==> src/rtl/idu_pipe_pkg.sv <==
// Shared decode definitions for the NPC instruction-decode stage: ALU op codes,
// control-word bit positions, opcodes, immediate forms and the registered bundle layout.
package idu_pkg;

    localparam logic [3:0] ALU_ADD  = 4'h0;
    localparam logic [3:0] ALU_SUB  = 4'h1;
    localparam logic [3:0] ALU_SLL  = 4'h2;
    localparam logic [3:0] ALU_SLT  = 4'h3;
    localparam logic [3:0] ALU_SLTU = 4'h4;
    localparam logic [3:0] ALU_XOR  = 4'h5;
    localparam logic [3:0] ALU_SRL  = 4'h6;
    localparam logic [3:0] ALU_SRA  = 4'h7;
    localparam logic [3:0] ALU_OR   = 4'h8;
    localparam logic [3:0] ALU_AND  = 4'h9;
    localparam logic [3:0] ALU_BEQ  = 4'hA;
    localparam logic [3:0] ALU_BNE  = 4'hB;
    localparam logic [3:0] ALU_BLT  = 4'hC;
    localparam logic [3:0] ALU_BGE  = 4'hD;
    localparam logic [3:0] ALU_BLTU = 4'hE;
    localparam logic [3:0] ALU_BGEU = 4'hF;
    localparam logic [3:0] ALU_PASS_IMM = 4'hA;
    localparam logic [3:0] ALU_CSR      = 4'hC;

    localparam int CTRL_MEM_READ  = 0;
    localparam int CTRL_MEM_WRITE = 1;
    localparam int CTRL_REG_WRITE = 2;
    localparam int CTRL_ALU_SRC   = 3;
    localparam int CTRL_MEM2REG   = 4;
    localparam int CTRL_BRANCH    = 5;
    localparam int CTRL_JAL       = 6;
    localparam int CTRL_JALR      = 7;
    localparam int CTRL_AUIPC     = 8;
    localparam int CTRL_ECALL     = 9;
    localparam int CTRL_EBREAK    = 10;
    localparam int CTRL_MRET      = 11;
    localparam int CTRL_CSR_OP    = 12;
    localparam int CTRL_CSR_WR    = 13;
    localparam int CTRL_CSR_IMM   = 14;

    localparam logic [6:0] OPC_LUI    = 7'b0110111;
    localparam logic [6:0] OPC_AUIPC  = 7'b0010111;
    localparam logic [6:0] OPC_JAL    = 7'b1101111;
    localparam logic [6:0] OPC_JALR   = 7'b1100111;
    localparam logic [6:0] OPC_BRANCH = 7'b1100011;
    localparam logic [6:0] OPC_LOAD   = 7'b0000011;
    localparam logic [6:0] OPC_STORE  = 7'b0100011;
    localparam logic [6:0] OPC_OPIMM  = 7'b0010011;
    localparam logic [6:0] OPC_OP     = 7'b0110011;
    localparam logic [6:0] OPC_SYSTEM = 7'b1110011;

    localparam logic [6:0] F7_ALT = 7'b0100000;

    typedef enum logic [2:0] {IMM_NONE, IMM_I, IMM_S, IMM_B, IMM_U, IMM_J, IMM_Z} imm_type_e;

    // Width-independent part of the decoded bundle; register indices travel alongside.
    typedef struct packed {
        logic [31:0] pc;
        logic [31:0] imm;
        logic [3:0]  alu_op;
        logic [2:0]  funct3;
        logic [15:0] ctrl;
        logic        illegal;
    } idu_fix_t;

    function automatic logic [31:0] imm_gen(input logic [31:0] i, input imm_type_e t);
        case (t)
            IMM_I:   imm_gen = {{20{i[31]}}, i[31:20]};
            IMM_S:   imm_gen = {{20{i[31]}}, i[31:25], i[11:7]};
            IMM_B:   imm_gen = {{19{i[31]}}, i[31], i[7], i[30:25], i[11:8], 1'b0};
            IMM_U:   imm_gen = {i[31:12], 12'b0};
            IMM_J:   imm_gen = {{11{i[31]}}, i[31], i[19:12], i[20], i[30:21], 1'b0};
            IMM_Z:   imm_gen = {20'b0, i[31:20]};
            default: imm_gen = 32'b0;
        endcase
    endfunction

    function automatic logic [3:0] alu_of_funct3(input logic [2:0] f3);
        case (f3)
            3'd0:    alu_of_funct3 = ALU_ADD;
            3'd1:    alu_of_funct3 = ALU_SLL;
            3'd2:    alu_of_funct3 = ALU_SLT;
            3'd3:    alu_of_funct3 = ALU_SLTU;
            3'd4:    alu_of_funct3 = ALU_XOR;
            3'd5:    alu_of_funct3 = ALU_SRL;
            3'd6:    alu_of_funct3 = ALU_OR;
            default: alu_of_funct3 = ALU_AND;
        endcase
    endfunction

endpackage

==> src/rtl/idu_pipe_if.sv <==
// Fetch-side and execute-side handshake bundles of the decode stage.
// The producer of each bundle uses the master modport.
interface idu_fetch_if;
    logic        in_valid;
    logic        in_ready;
    logic [31:0] in_inst;
    logic [31:0] in_pc;
    modport master (output in_valid, in_inst, in_pc, input in_ready);
    modport slave  (input in_valid, in_inst, in_pc, output in_ready);
endinterface

interface idu_exu_if #(parameter int REG_AW = 4);
    logic              out_valid;
    logic              out_ready;
    logic [31:0]       out_pc;
    logic [REG_AW-1:0] out_rs1;
    logic [REG_AW-1:0] out_rs2;
    logic [REG_AW-1:0] out_rd;
    logic [31:0]       out_imm;
    logic [3:0]        out_alu_op;
    logic [2:0]        out_funct3;
    logic [15:0]       out_ctrl;
    logic              out_illegal;
    modport master (output out_valid, out_pc, out_rs1, out_rs2, out_rd, out_imm,
                    out_alu_op, out_funct3, out_ctrl, out_illegal, input out_ready);
    modport slave  (input out_valid, out_pc, out_rs1, out_rs2, out_rd, out_imm,
                    out_alu_op, out_funct3, out_ctrl, out_illegal, output out_ready);
endinterface

==> src/rtl/idu_pipe_dec.sv <==
// Combinational RV32I/E + Zicsr decoder: instruction word to register indices,
// immediate, ALU op, control word and an illegal-encoding flag.
module idu_dec
    import idu_pkg::*;
#(
    parameter int REG_AW = 4,
    parameter int EN_CSR = 1
) (
    input  logic [31:0]       inst_i,
    output logic [REG_AW-1:0] rs1_o,
    output logic [REG_AW-1:0] rs2_o,
    output logic [REG_AW-1:0] rd_o,
    output logic [31:0]       imm_o,
    output logic [3:0]        alu_op_o,
    output logic [15:0]       ctrl_o,
    output logic              illegal_o
);
    logic [2:0]  f3;
    logic [6:0]  f7;
    logic [11:0] sys_imm;
    logic [15:0] ctrl;
    logic        ill, use_rs1, use_rs2, use_rd;
    imm_type_e   imm_t;

    assign f3      = inst_i[14:12];
    assign f7      = inst_i[31:25];
    assign sys_imm = inst_i[31:20];
    assign rs1_o   = inst_i[15 +: REG_AW];
    assign rs2_o   = inst_i[20 +: REG_AW];
    assign rd_o    = inst_i[7 +: REG_AW];

    always_comb begin
        ctrl     = '0;
        alu_op_o = ALU_ADD;
        imm_t    = IMM_NONE;
        ill      = 1'b0;
        use_rs1  = 1'b0;
        use_rs2  = 1'b0;
        use_rd   = 1'b0;
        case (inst_i[6:0])
            OPC_LUI: begin
                ctrl[CTRL_REG_WRITE] = 1'b1; ctrl[CTRL_ALU_SRC] = 1'b1;
                alu_op_o = ALU_PASS_IMM; imm_t = IMM_U; use_rd = 1'b1;
            end
            OPC_AUIPC: begin
                ctrl[CTRL_REG_WRITE] = 1'b1; ctrl[CTRL_ALU_SRC] = 1'b1; ctrl[CTRL_AUIPC] = 1'b1;
                imm_t = IMM_U; use_rd = 1'b1;
            end
            OPC_JAL: begin
                ctrl[CTRL_REG_WRITE] = 1'b1; ctrl[CTRL_JAL] = 1'b1;
                imm_t = IMM_J; use_rd = 1'b1;
            end
            OPC_JALR: begin
                ctrl[CTRL_REG_WRITE] = 1'b1; ctrl[CTRL_JALR] = 1'b1; ctrl[CTRL_ALU_SRC] = 1'b1;
                imm_t = IMM_I; use_rs1 = 1'b1; use_rd = 1'b1;
                ill = (f3 != 3'd0);
            end
            OPC_BRANCH: begin
                ctrl[CTRL_BRANCH] = 1'b1;
                imm_t = IMM_B; use_rs1 = 1'b1; use_rs2 = 1'b1;
                case (f3)
                    3'd0:    alu_op_o = ALU_BEQ;
                    3'd1:    alu_op_o = ALU_BNE;
                    3'd4:    alu_op_o = ALU_BLT;
                    3'd5:    alu_op_o = ALU_BGE;
                    3'd6:    alu_op_o = ALU_BLTU;
                    3'd7:    alu_op_o = ALU_BGEU;
                    default: ill = 1'b1;
                endcase
            end
            OPC_LOAD: begin
                ctrl[CTRL_MEM_READ] = 1'b1; ctrl[CTRL_REG_WRITE] = 1'b1;
                ctrl[CTRL_ALU_SRC] = 1'b1; ctrl[CTRL_MEM2REG] = 1'b1;
                imm_t = IMM_I; use_rs1 = 1'b1; use_rd = 1'b1;
                ill = (f3 == 3'd3) || (f3 == 3'd6) || (f3 == 3'd7);
            end
            OPC_STORE: begin
                ctrl[CTRL_MEM_WRITE] = 1'b1; ctrl[CTRL_ALU_SRC] = 1'b1;
                imm_t = IMM_S; use_rs1 = 1'b1; use_rs2 = 1'b1;
                ill = (f3 >= 3'd3);
            end
            OPC_OPIMM: begin
                ctrl[CTRL_REG_WRITE] = 1'b1; ctrl[CTRL_ALU_SRC] = 1'b1;
                imm_t = IMM_I; use_rs1 = 1'b1; use_rd = 1'b1;
                alu_op_o = alu_of_funct3(f3);
                // Shift-immediates reuse funct7; only SRAI may carry the alternate pattern.
                if (f3 == 3'd1 && f7 != 7'd0) ill = 1'b1;
                if (f3 == 3'd5) begin
                    if (f7 == F7_ALT)     alu_op_o = ALU_SRA;
                    else if (f7 != 7'd0)  ill = 1'b1;
                end
            end
            OPC_OP: begin
                ctrl[CTRL_REG_WRITE] = 1'b1;
                use_rs1 = 1'b1; use_rs2 = 1'b1; use_rd = 1'b1;
                alu_op_o = alu_of_funct3(f3);
                if (f7 == F7_ALT) begin
                    if (f3 == 3'd0)      alu_op_o = ALU_SUB;
                    else if (f3 == 3'd5) alu_op_o = ALU_SRA;
                    else                 ill = 1'b1;
                end else if (f7 != 7'd0) begin
                    ill = 1'b1;
                end
            end
            OPC_SYSTEM: begin
                imm_t = IMM_Z;
                if (f3 == 3'd0) begin
                    if (inst_i[19:15] != 5'd0 || inst_i[11:7] != 5'd0) ill = 1'b1;
                    case (sys_imm)
                        12'h000: ctrl[CTRL_ECALL]  = 1'b1;
                        12'h001: ctrl[CTRL_EBREAK] = 1'b1;
                        12'h302: ctrl[CTRL_MRET]   = 1'b1;
                        default: ill = 1'b1;
                    endcase
                end else if (f3 == 3'd4) begin
                    ill = 1'b1;
                end else begin
                    ctrl[CTRL_CSR_OP] = 1'b1; ctrl[CTRL_REG_WRITE] = 1'b1;
                    ctrl[CTRL_CSR_IMM] = f3[2];
                    // Set/clear with a zero source leaves the CSR untouched.
                    ctrl[CTRL_CSR_WR] = (f3[1:0] == 2'b01) || (inst_i[19:15] != 5'd0);
                    alu_op_o = ALU_CSR; use_rd = 1'b1; use_rs1 = !f3[2];
                    if (EN_CSR == 0) ill = 1'b1;
                end
            end
            default: ill = 1'b1;
        endcase
        if (inst_i[1:0] != 2'b11) ill = 1'b1;
        if (REG_AW < 5 && ((use_rs1 && inst_i[19]) || (use_rs2 && inst_i[24]) || (use_rd && inst_i[11])))
            ill = 1'b1;
    end

    assign imm_o     = imm_gen(inst_i, imm_t);
    assign ctrl_o    = ill ? 16'h0000 : ctrl;
    assign illegal_o = ill;

endmodule

==> src/rtl/idu_pipe.sv <==
// Registered decode stage between IFU and EXU: decoder, output register,
// optional skid entry for full throughput under backpressure, flush and bundle counter.
module idu_pipe
    import idu_pkg::*;
#(
    parameter int REG_AW = 4,
    parameter int SKID   = 1,
    parameter int EN_CSR = 1
) (
    input  logic        clk,
    input  logic        rst_n,
    input  logic        flush,
    idu_fetch_if.slave  fetch_i,
    idu_exu_if.master   exu_o,
    output logic [31:0] dec_cnt
);
    localparam int FIXW = $bits(idu_fix_t);
    localparam int BW   = FIXW + 3 * REG_AW;

    logic [REG_AW-1:0] dec_rs1, dec_rs2, dec_rd;
    logic [31:0]       dec_imm;
    logic [3:0]        dec_alu;
    logic [15:0]       dec_ctrl;
    logic              dec_ill;
    idu_fix_t          new_fix, out_fix;
    logic [BW-1:0]     new_b;
    logic [BW-1:0]     out_q, out_d, skid_q, skid_d;
    logic              out_valid_q, out_valid_d, skid_valid_q, skid_valid_d;
    logic [31:0]       cnt_q, cnt_d;
    logic              in_ready, accept, out_fire;

    idu_dec #(.REG_AW(REG_AW), .EN_CSR(EN_CSR)) u_dec (
        .inst_i    (fetch_i.in_inst),
        .rs1_o     (dec_rs1),
        .rs2_o     (dec_rs2),
        .rd_o      (dec_rd),
        .imm_o     (dec_imm),
        .alu_op_o  (dec_alu),
        .ctrl_o    (dec_ctrl),
        .illegal_o (dec_ill)
    );

    always_comb begin
        new_fix.pc      = fetch_i.in_pc;
        new_fix.imm     = dec_imm;
        new_fix.alu_op  = dec_alu;
        new_fix.funct3  = fetch_i.in_inst[14:12];
        new_fix.ctrl    = dec_ctrl;
        new_fix.illegal = dec_ill;
    end
    assign new_b = {new_fix, dec_rs1, dec_rs2, dec_rd};

    // With the skid entry, in_ready comes straight from a flop; without it the
    // stage can only refill its single register when EXU takes the current bundle.
    assign in_ready = (SKID != 0) ? !skid_valid_q : (!out_valid_q || exu_o.out_ready);
    assign accept   = fetch_i.in_valid && in_ready;
    assign out_fire = out_valid_q && exu_o.out_ready;

    always_comb begin
        out_d        = out_q;
        out_valid_d  = out_valid_q;
        skid_d       = skid_q;
        skid_valid_d = skid_valid_q;
        cnt_d        = cnt_q + {31'b0, out_fire};
        if (flush) begin
            out_valid_d  = 1'b0;
            skid_valid_d = 1'b0;
        end else if (SKID != 0) begin
            if (!out_valid_q || out_fire) begin
                if (skid_valid_q) begin
                    out_d        = skid_q;
                    out_valid_d  = 1'b1;
                    skid_valid_d = 1'b0;
                end else if (accept) begin
                    out_d       = new_b;
                    out_valid_d = 1'b1;
                end else begin
                    out_valid_d = 1'b0;
                end
            end else if (accept) begin
                skid_d       = new_b;
                skid_valid_d = 1'b1;
            end
        end else begin
            if (accept) begin
                out_d       = new_b;
                out_valid_d = 1'b1;
            end else if (out_fire) begin
                out_valid_d = 1'b0;
            end
        end
    end

    always_ff @(posedge clk or negedge rst_n) begin
        if (!rst_n) begin
            out_q        <= '0;
            out_valid_q  <= 1'b0;
            skid_q       <= '0;
            skid_valid_q <= 1'b0;
            cnt_q        <= 32'd0;
        end else begin
            out_q        <= out_d;
            out_valid_q  <= out_valid_d;
            skid_q       <= skid_d;
            skid_valid_q <= skid_valid_d;
            cnt_q        <= cnt_d;
        end
    end

    assign out_fix             = out_q[BW-1:3*REG_AW];
    assign exu_o.out_rs1       = out_q[3*REG_AW-1:2*REG_AW];
    assign exu_o.out_rs2       = out_q[2*REG_AW-1:REG_AW];
    assign exu_o.out_rd        = out_q[REG_AW-1:0];
    assign exu_o.out_pc        = out_fix.pc;
    assign exu_o.out_imm       = out_fix.imm;
    assign exu_o.out_alu_op    = out_fix.alu_op;
    assign exu_o.out_funct3    = out_fix.funct3;
    assign exu_o.out_ctrl      = out_fix.ctrl;
    assign exu_o.out_illegal   = out_fix.illegal;
    assign exu_o.out_valid     = out_valid_q;
    assign fetch_i.in_ready    = in_ready;
    assign dec_cnt             = cnt_q;

endmodule

==> src/flat_wrapper.sv <==
// flat-port wrapper written by rule: the top's interface ports become plain ports
module idu_pipe_flat import idu_pkg::*;
#(
    parameter int REG_AW = 4,
    parameter int SKID   = 1,
    parameter int EN_CSR = 1
)
  (clk, rst_n, flush, dec_cnt, fetch_i_in_valid, fetch_i_in_inst, fetch_i_in_pc, fetch_i_in_ready, exu_o_out_valid, exu_o_out_pc, exu_o_out_rs1, exu_o_out_rs2, exu_o_out_rd, exu_o_out_imm, exu_o_out_alu_op, exu_o_out_funct3, exu_o_out_ctrl, exu_o_out_illegal, exu_o_out_ready);
  idu_fetch_if fetch_i_i ();
  idu_exu_if #(.REG_AW(REG_AW)) exu_o_i ();
  input  logic clk;
  input  logic rst_n;
  input  logic flush;
  output logic [31:0] dec_cnt;
  input wire logic [$bits(fetch_i_i.in_valid)-1:0] fetch_i_in_valid;
  input wire logic [$bits(fetch_i_i.in_inst)-1:0] fetch_i_in_inst;
  input wire logic [$bits(fetch_i_i.in_pc)-1:0] fetch_i_in_pc;
  output wire logic [$bits(fetch_i_i.in_ready)-1:0] fetch_i_in_ready;
  output wire logic [$bits(exu_o_i.out_valid)-1:0] exu_o_out_valid;
  output wire logic [$bits(exu_o_i.out_pc)-1:0] exu_o_out_pc;
  output wire logic [$bits(exu_o_i.out_rs1)-1:0] exu_o_out_rs1;
  output wire logic [$bits(exu_o_i.out_rs2)-1:0] exu_o_out_rs2;
  output wire logic [$bits(exu_o_i.out_rd)-1:0] exu_o_out_rd;
  output wire logic [$bits(exu_o_i.out_imm)-1:0] exu_o_out_imm;
  output wire logic [$bits(exu_o_i.out_alu_op)-1:0] exu_o_out_alu_op;
  output wire logic [$bits(exu_o_i.out_funct3)-1:0] exu_o_out_funct3;
  output wire logic [$bits(exu_o_i.out_ctrl)-1:0] exu_o_out_ctrl;
  output wire logic [$bits(exu_o_i.out_illegal)-1:0] exu_o_out_illegal;
  input wire logic [$bits(exu_o_i.out_ready)-1:0] exu_o_out_ready;
  assign fetch_i_i.in_valid = fetch_i_in_valid;
  assign fetch_i_i.in_inst = fetch_i_in_inst;
  assign fetch_i_i.in_pc = fetch_i_in_pc;
  assign fetch_i_in_ready = fetch_i_i.in_ready;
  assign exu_o_out_valid = exu_o_i.out_valid;
  assign exu_o_out_pc = exu_o_i.out_pc;
  assign exu_o_out_rs1 = exu_o_i.out_rs1;
  assign exu_o_out_rs2 = exu_o_i.out_rs2;
  assign exu_o_out_rd = exu_o_i.out_rd;
  assign exu_o_out_imm = exu_o_i.out_imm;
  assign exu_o_out_alu_op = exu_o_i.out_alu_op;
  assign exu_o_out_funct3 = exu_o_i.out_funct3;
  assign exu_o_out_ctrl = exu_o_i.out_ctrl;
  assign exu_o_out_illegal = exu_o_i.out_illegal;
  assign exu_o_i.out_ready = exu_o_out_ready;
  idu_pipe #(.REG_AW(REG_AW), .SKID(SKID), .EN_CSR(EN_CSR)) u_core (.clk(clk), .rst_n(rst_n), .flush(flush), .fetch_i(fetch_i_i), .exu_o(exu_o_i), .dec_cnt(dec_cnt));
endmodule
==> config.mk <==
export PLATFORM = sky130hd
export DESIGN_NAME = idu_pipe_flat
export DESIGN_NICKNAME = d
export VERILOG_FILES = /design/src/rtl/idu_pipe_pkg.sv /design/src/rtl/idu_pipe_if.sv /design/src/rtl/idu_pipe_dec.sv /design/src/rtl/idu_pipe.sv /design/src/flat_wrapper.sv
export SDC_FILE = /design/constraint.sdc
export NUM_CORES = 1
export LEC_CHECK = 0
export ABC_AREA = 1
export BUFFER_PORTS_ARGS = -buffer_cell sky130_fd_sc_hd__buf_4
export CELL_PAD_IN_SITES_DETAIL_PLACEMENT = 0
export CELL_PAD_IN_SITES_GLOBAL_PLACEMENT = 1
export CORE_MARGIN = 2
export CORE_UTILIZATION = 42
export CTS_BUF_LIST = sky130_fd_sc_hd__clkbuf_8
export CTS_CLUSTER_DIAMETER = 150
export CTS_CLUSTER_SIZE = 28
export DETAILED_ROUTE_END_ITERATION = 8
export PLACE_DENSITY_LB_ADDON = 0.1
export SYNTH_ARGS = -nofsm -noshare
export SYNTH_HDL_FRONTEND = slang
export SYNTH_SLANG_ARGS = --single-unit
==> constraint.sdc <==
create_clock -name clk -period 2.1 [get_ports clk]
set_input_delay 0.105 -clock clk [delete_from_list [all_inputs] [get_ports clk]]
set_output_delay 0.105 -clock clk [all_outputs]
set_load 0.05 [all_outputs]
Word-level counts from Yosys, hierarchy flattened
Index checks and enable logic that the tools add are counted.
Cells by class
  add/subtract/negate cells: 1
  $lt $le $gt $ge: 1
  equality and inequality tests: 28
  mux-type cells: 59
  bitwise logic cells: 2
  reduce and logical (&&, ||, !) cells: 36
Operator list (count)
  $mux W100: 2
  $pmux W32 S6: 1
  $mux W1: 37
  $add A32 B1 Y32: 1
  $eq A7 B6 Y1 const B: 4
  $eq A7 B7 Y1 const B: 4
  $mux W4: 7
  $pmux W4 S7: 1
  $pmux W4 S6: 1
  $eq A3 B3 Y1 const B: 7
  $pmux W4 S5: 1
  $pmux W3 S6: 1
  $reduce_or A6 Y1: 3
  $mux W15: 1
  $eq A7 B5 Y1 const B: 2
  $eq A12 B1 Y1 const B: 1
  $eq A12 B10 Y1 const B: 1
  $eq A3 B2 Y1 const B: 4
  $logic_not A12 Y1: 1
  $reduce_or A3 Y1: 4
  $reduce_bool A5 Y1: 2
  $mux W3: 3
  $pmux W1 S8: 1
  $eq A7 B2 Y1 const B: 1
  17 further kinds: 36
Storage, ports and cells
  bits in registers: 234
  input bits: 69
  output and inout bits: 134
  word-level logic and storage cells: 132

Depth between registers and ports, before layout
  depth after elaboration: 12
  depth in mapped cells: 16
  depth with buffers taken out: 15

By module
A second synthesis with hierarchy kept.
Unflattened totals
  cell total of the unflattened synthesis: 1473
  area total of the unflattened synthesis: 12265.5 µm²
Modules (own cells, without submodules)
  idu_pipe: times used 1, cells each 1221, area an instance 10953.0 µm², seq. area each 5855.6 µm²
  idu_dec: times used 1, cells each 252, area an instance 1312.5 µm², seq. area each 0.0 µm²

Worst setup path after synthesis
No wires, ideal clock.
  kind: register to register
  start point: register u_core.out_valid_q, in the netlist u_core.exu_o.out_valid
  end point: register u_core.cnt_q[26], in the netlist u_core.dec_cnt[26]
  library setup time: 0.082 ns
  data arrival time: 2.205 ns
  required time: 2.018 ns
  setup slack: -0.187 ns
  stages on the path, launching flop included: 12
  buffers on the path: 0
  period minus slack after synthesis: 2.287 ns
  cell sequence: dfrtp_1 > nand2_1 > inv_1 > ha_1 > ha_1 > inv_1 > nor2_1 > nand3b_1 > nor4_1 > nand4_1 > nor2_1 > xor2_1
On the way
  longest elaborated chain between the ends: 2
RTL lines
  from (decl): RTL line idu_pipe.sv:28  | logic out_valid_q, out_valid_d, skid_valid_q, skid_valid_d;
  from (signal assigned): RTL line idu_pipe.sv:103  | out_valid_q <= out_valid_d;
  $logic_and A1 B1 Y1: RTL line idu_pipe.sv:57  | assign out_fire = out_valid_q && exu_o.out_ready;
  $add A32 B1 Y32: RTL line idu_pipe.sv:64  | cnt_d = cnt_q + {31'b0, out_fire};
  named net u_core.cnt_d[26]: RTL line idu_pipe.sv:29  | logic [31:0] cnt_q, cnt_d;
  to (signal assigned): RTL line idu_pipe.sv:106  | cnt_q <= cnt_d;
  to (decl): RTL line idu_pipe.sv:29
The timed path passes the listed nets, and every way through them passes these cells.
A chain may end at the register's enable or synchronous reset.

Final worst setup path
Same ends and word-level chain as after synthesis.

==> results.txt <==
Highest-delay cell along the critical path: dfrtp_2
Leak: 7.332 nW
EDFF count, synth: 0
Largest family of logic cells by synthesized area: simple AND/OR/NAND/NOR gates
DIE AREA: 0.02733 mm²
F_max: 493.3 MHz
Final min period: 2027 ps
Via Count: 9635
Register area share after synthesis: 52.65%
Crit-path max FO: 4
Rel. slew slack: 57.95%
Post-DR wirelength/cell: 15.57 µm
Max Transition Viols Final: 0
Power per cell area: 723.5 mW/mm²
Cell row count: 59
Placer Congestion: 0.9336
Place WS: 56.38 ps
Total Power: 10.06 mW
Reg2reg start: u_core.exu_o.out_valid
Final nets: 1678
Syn Nets: 1439
CTS Root Cell: clkbuf_8
Worst-path clk slew: 170 ps
Worst Slack Setup Final: 72.96 ps
Synth Register Bits: 230
Vias in the first global route: 8631
HP Class: in2reg
RSZ-0062 raised after global routing: yes
Worst-path cell chain: nand2_2, inv_2, ha_4, ha_4, inv_2, nor2_2, nand3b_1, nor4_4, nand4_1, nor2_1, xor2_1
Compound-Gate Fraction of Synth Area: 14.22%
Clk_lat worst skew: 540 ps
Hold path start: fetch_i_in_inst[8]
Initial DRC count: 769
Startpoint types: flop
Post-synth top flop: dfrtp_1
Fraction of synthesized cell area in xor and xnor cells: 2.404%
Area grow syn2layout: 27.14%
Adder-Cell Fraction of Synth Area: 0.6867%
CTS tree: done
Initial core utilization: 42.31%
IO Port Bufs: 201
Required time of the critical path: 2580 ps
# setup viols final: 0
N_diodes: 0
Final Util: 53.79%
Crit path kind: reg2reg
CP Capture Type: flop
Share of layout cells above drive strength 1: 19.74%
VDD IR max: 618.7 µV
TritonCTS buffer count: 12
Simple-Gate Fraction of Synth Area: 22.72%
Die Span Y: 165.3 µm
CORE AREA: 0.02584 mm²
Least-Margin Pin Slew: 630.8 ps
First-pass iteration count of the detailed router: 6
Async S/R FF share, synth: 100.0%
Clk_skew: 43.05 ps
Final period util: 96.53%
# fillers: 2516
Via density: 4.964
CTS sink count: 230
Post-synthesis mux area share: 0%
Hold Worst Slack: 21.36 ps
Clk buf depth: 3
Arr. time, crit path: 2510 ps
H-tree levels: 1
WL final: 30220 µm
Die Span X: 165.3 µm
Status: completed
Initial antenna violation count: 0
Yosys cell types: 37
Max Cap Violations: 0
DRC: 0
Final Hold Fails: 0
Grt ovf: 0
Global-route wire length before repair: 46910 µm
Largest net degree at the start of global routing: 136
Final HPWL DP: 21270 µm
Syn Area/Cell: 8.014 µm²
Max incr delay on CP: 410 ps
Worst Setup SP: u_core.exu_o.out_valid
Synth Cell Area: 0.01093 mm²
Io pins: 203
Synth Instances: 1364
Global Route Usage Sum: 21.77%
Number of synthesis warnings: 0
Detail Route Antenna Nets: 0
[worst max-delay path: cells and delay by family, from the launching register on]
kind	cells	cell delay [ps]
AND/OR/NAND/NOR	6	1030
flip-flops	1	410
adder cells (fa/ha/maj)	2	280
XOR/XNOR	1	150
buffers and inverters	2	100
[cell type report]
class | instances | area [µm²] | area share, %
inverters | 129 | 486.7 | 3.502
well taps | 335 | 419.2 | 3.016
clock buffers | 13 | 178.9 | 1.287
multi-input cells | 932 | 4498 | 32.36
repair buffers | 298 | 2515 | 18.10
flip-flops and latches | 230 | 5759 | 41.44
clock inverters | 4 | 41.29 | 0.2971
[timing repair]
item	in CTS	in global routing
setup endpoints to repair	0	12
resized for setup	0	21
hold endpoints to repair	323	0
hold buffers	54	0
setup buffers	0	4
[registers in the layout, summed over array words and instances (netlist names)]
signal and count:
u_core.out_q 98, u_core.skid_q 98, u_core.dec_cnt 32, u_core.exu_o.out_valid 1, u_core.skid_valid_q 1
[worst paths after layout]
path | end | slack, ps | cells after the start
max | u_core.dec_cnt[26] | 70 | 11
min | u_core.skid_q[1] | 20 | 4
max reg2reg | u_core.dec_cnt[26] | 70 | 11
min reg2reg | u_core.skid_q[35] | 490 | 2
max in group asynchronous | u_core.out_q[41] | 1530 | 3
min in group asynchronous | u_core.dec_cnt[25] | 100 | 3
[cell families (layout without fill, tap and decap cells)]
group,after synthesis,after routing
buf+inv,202,444
other cells,1,1
flops,230,230
simple gates,597,597
fa+ha+maj,6,6
compound gates,298,298
xor+xnor,30,30
[Yosys cell counts, drive strengths merged, types with 3 or more instances]
library cell	count	share of area, %
a21oi	33	1.5
buf	25	1.2
clkbuf	48	1.6
dfrtp	230	53
ha	6	0.69
inv	129	4.4
nand2	420	14
nand3	37	2.2
nand4	11	0.69
nor2	101	3.9
nor3	17	0.82
nor4	7	0.40
o211ai	15	1.0
o21ai	240	11
o22ai	5	0.29
o31ai	3	0.21
xnor2	14	1.1
xor2	16	1.3
[where the power goes]
part	switching, mW	total, mW	internal [mW]
registers	0.350	5.37	5.02
logic	1.78	2.64	0.862
clock network	1.44	2.04	0.603
[through the flow]
stage          std cells  cell area, µm²  setup TNS, ps
2_1_floorplan       1364           10940              0
3_3_place_gp        1866           13000              0
3_5_place_dp        1866           13000              0
4_1_cts             1937           13770              0
5_1_grt             1941           13900         -224.4
6_report            1941           13900              0
[cells in the final DEF (no fill, tap or decap), types with 9 or more instances in the layout]
master / n
a21oi_1: 33
nor3_1: 14
inv_2: 9
o211ai_1: 15
clkbuf_8: 13
o21ai_1: 16
buf_12: 11
xnor2_1: 14
buf_4: 233
nand4_1: 10
nand2_1: 414
o21ai_0: 223
nand3_2: 12
nor2_1: 86
inv_1: 121
nor2_2: 10
xor2_1: 16
dfrtp_1: 227
dlygate4sd3_1: 53
nand3_1: 24
[routing by layer]
layer | share of wire, % | wire [µm] | global-route usage (%)
met4 | 1.7 | 502 | 4.506
met1 | 49 | 14700 | 33.79
met2 | 44 | 13300 | 32.58
met5 | 0 | 0 | 0
met3 | 5.7 | 1724 | 2.822
Power figures use the tool's default switching activity.
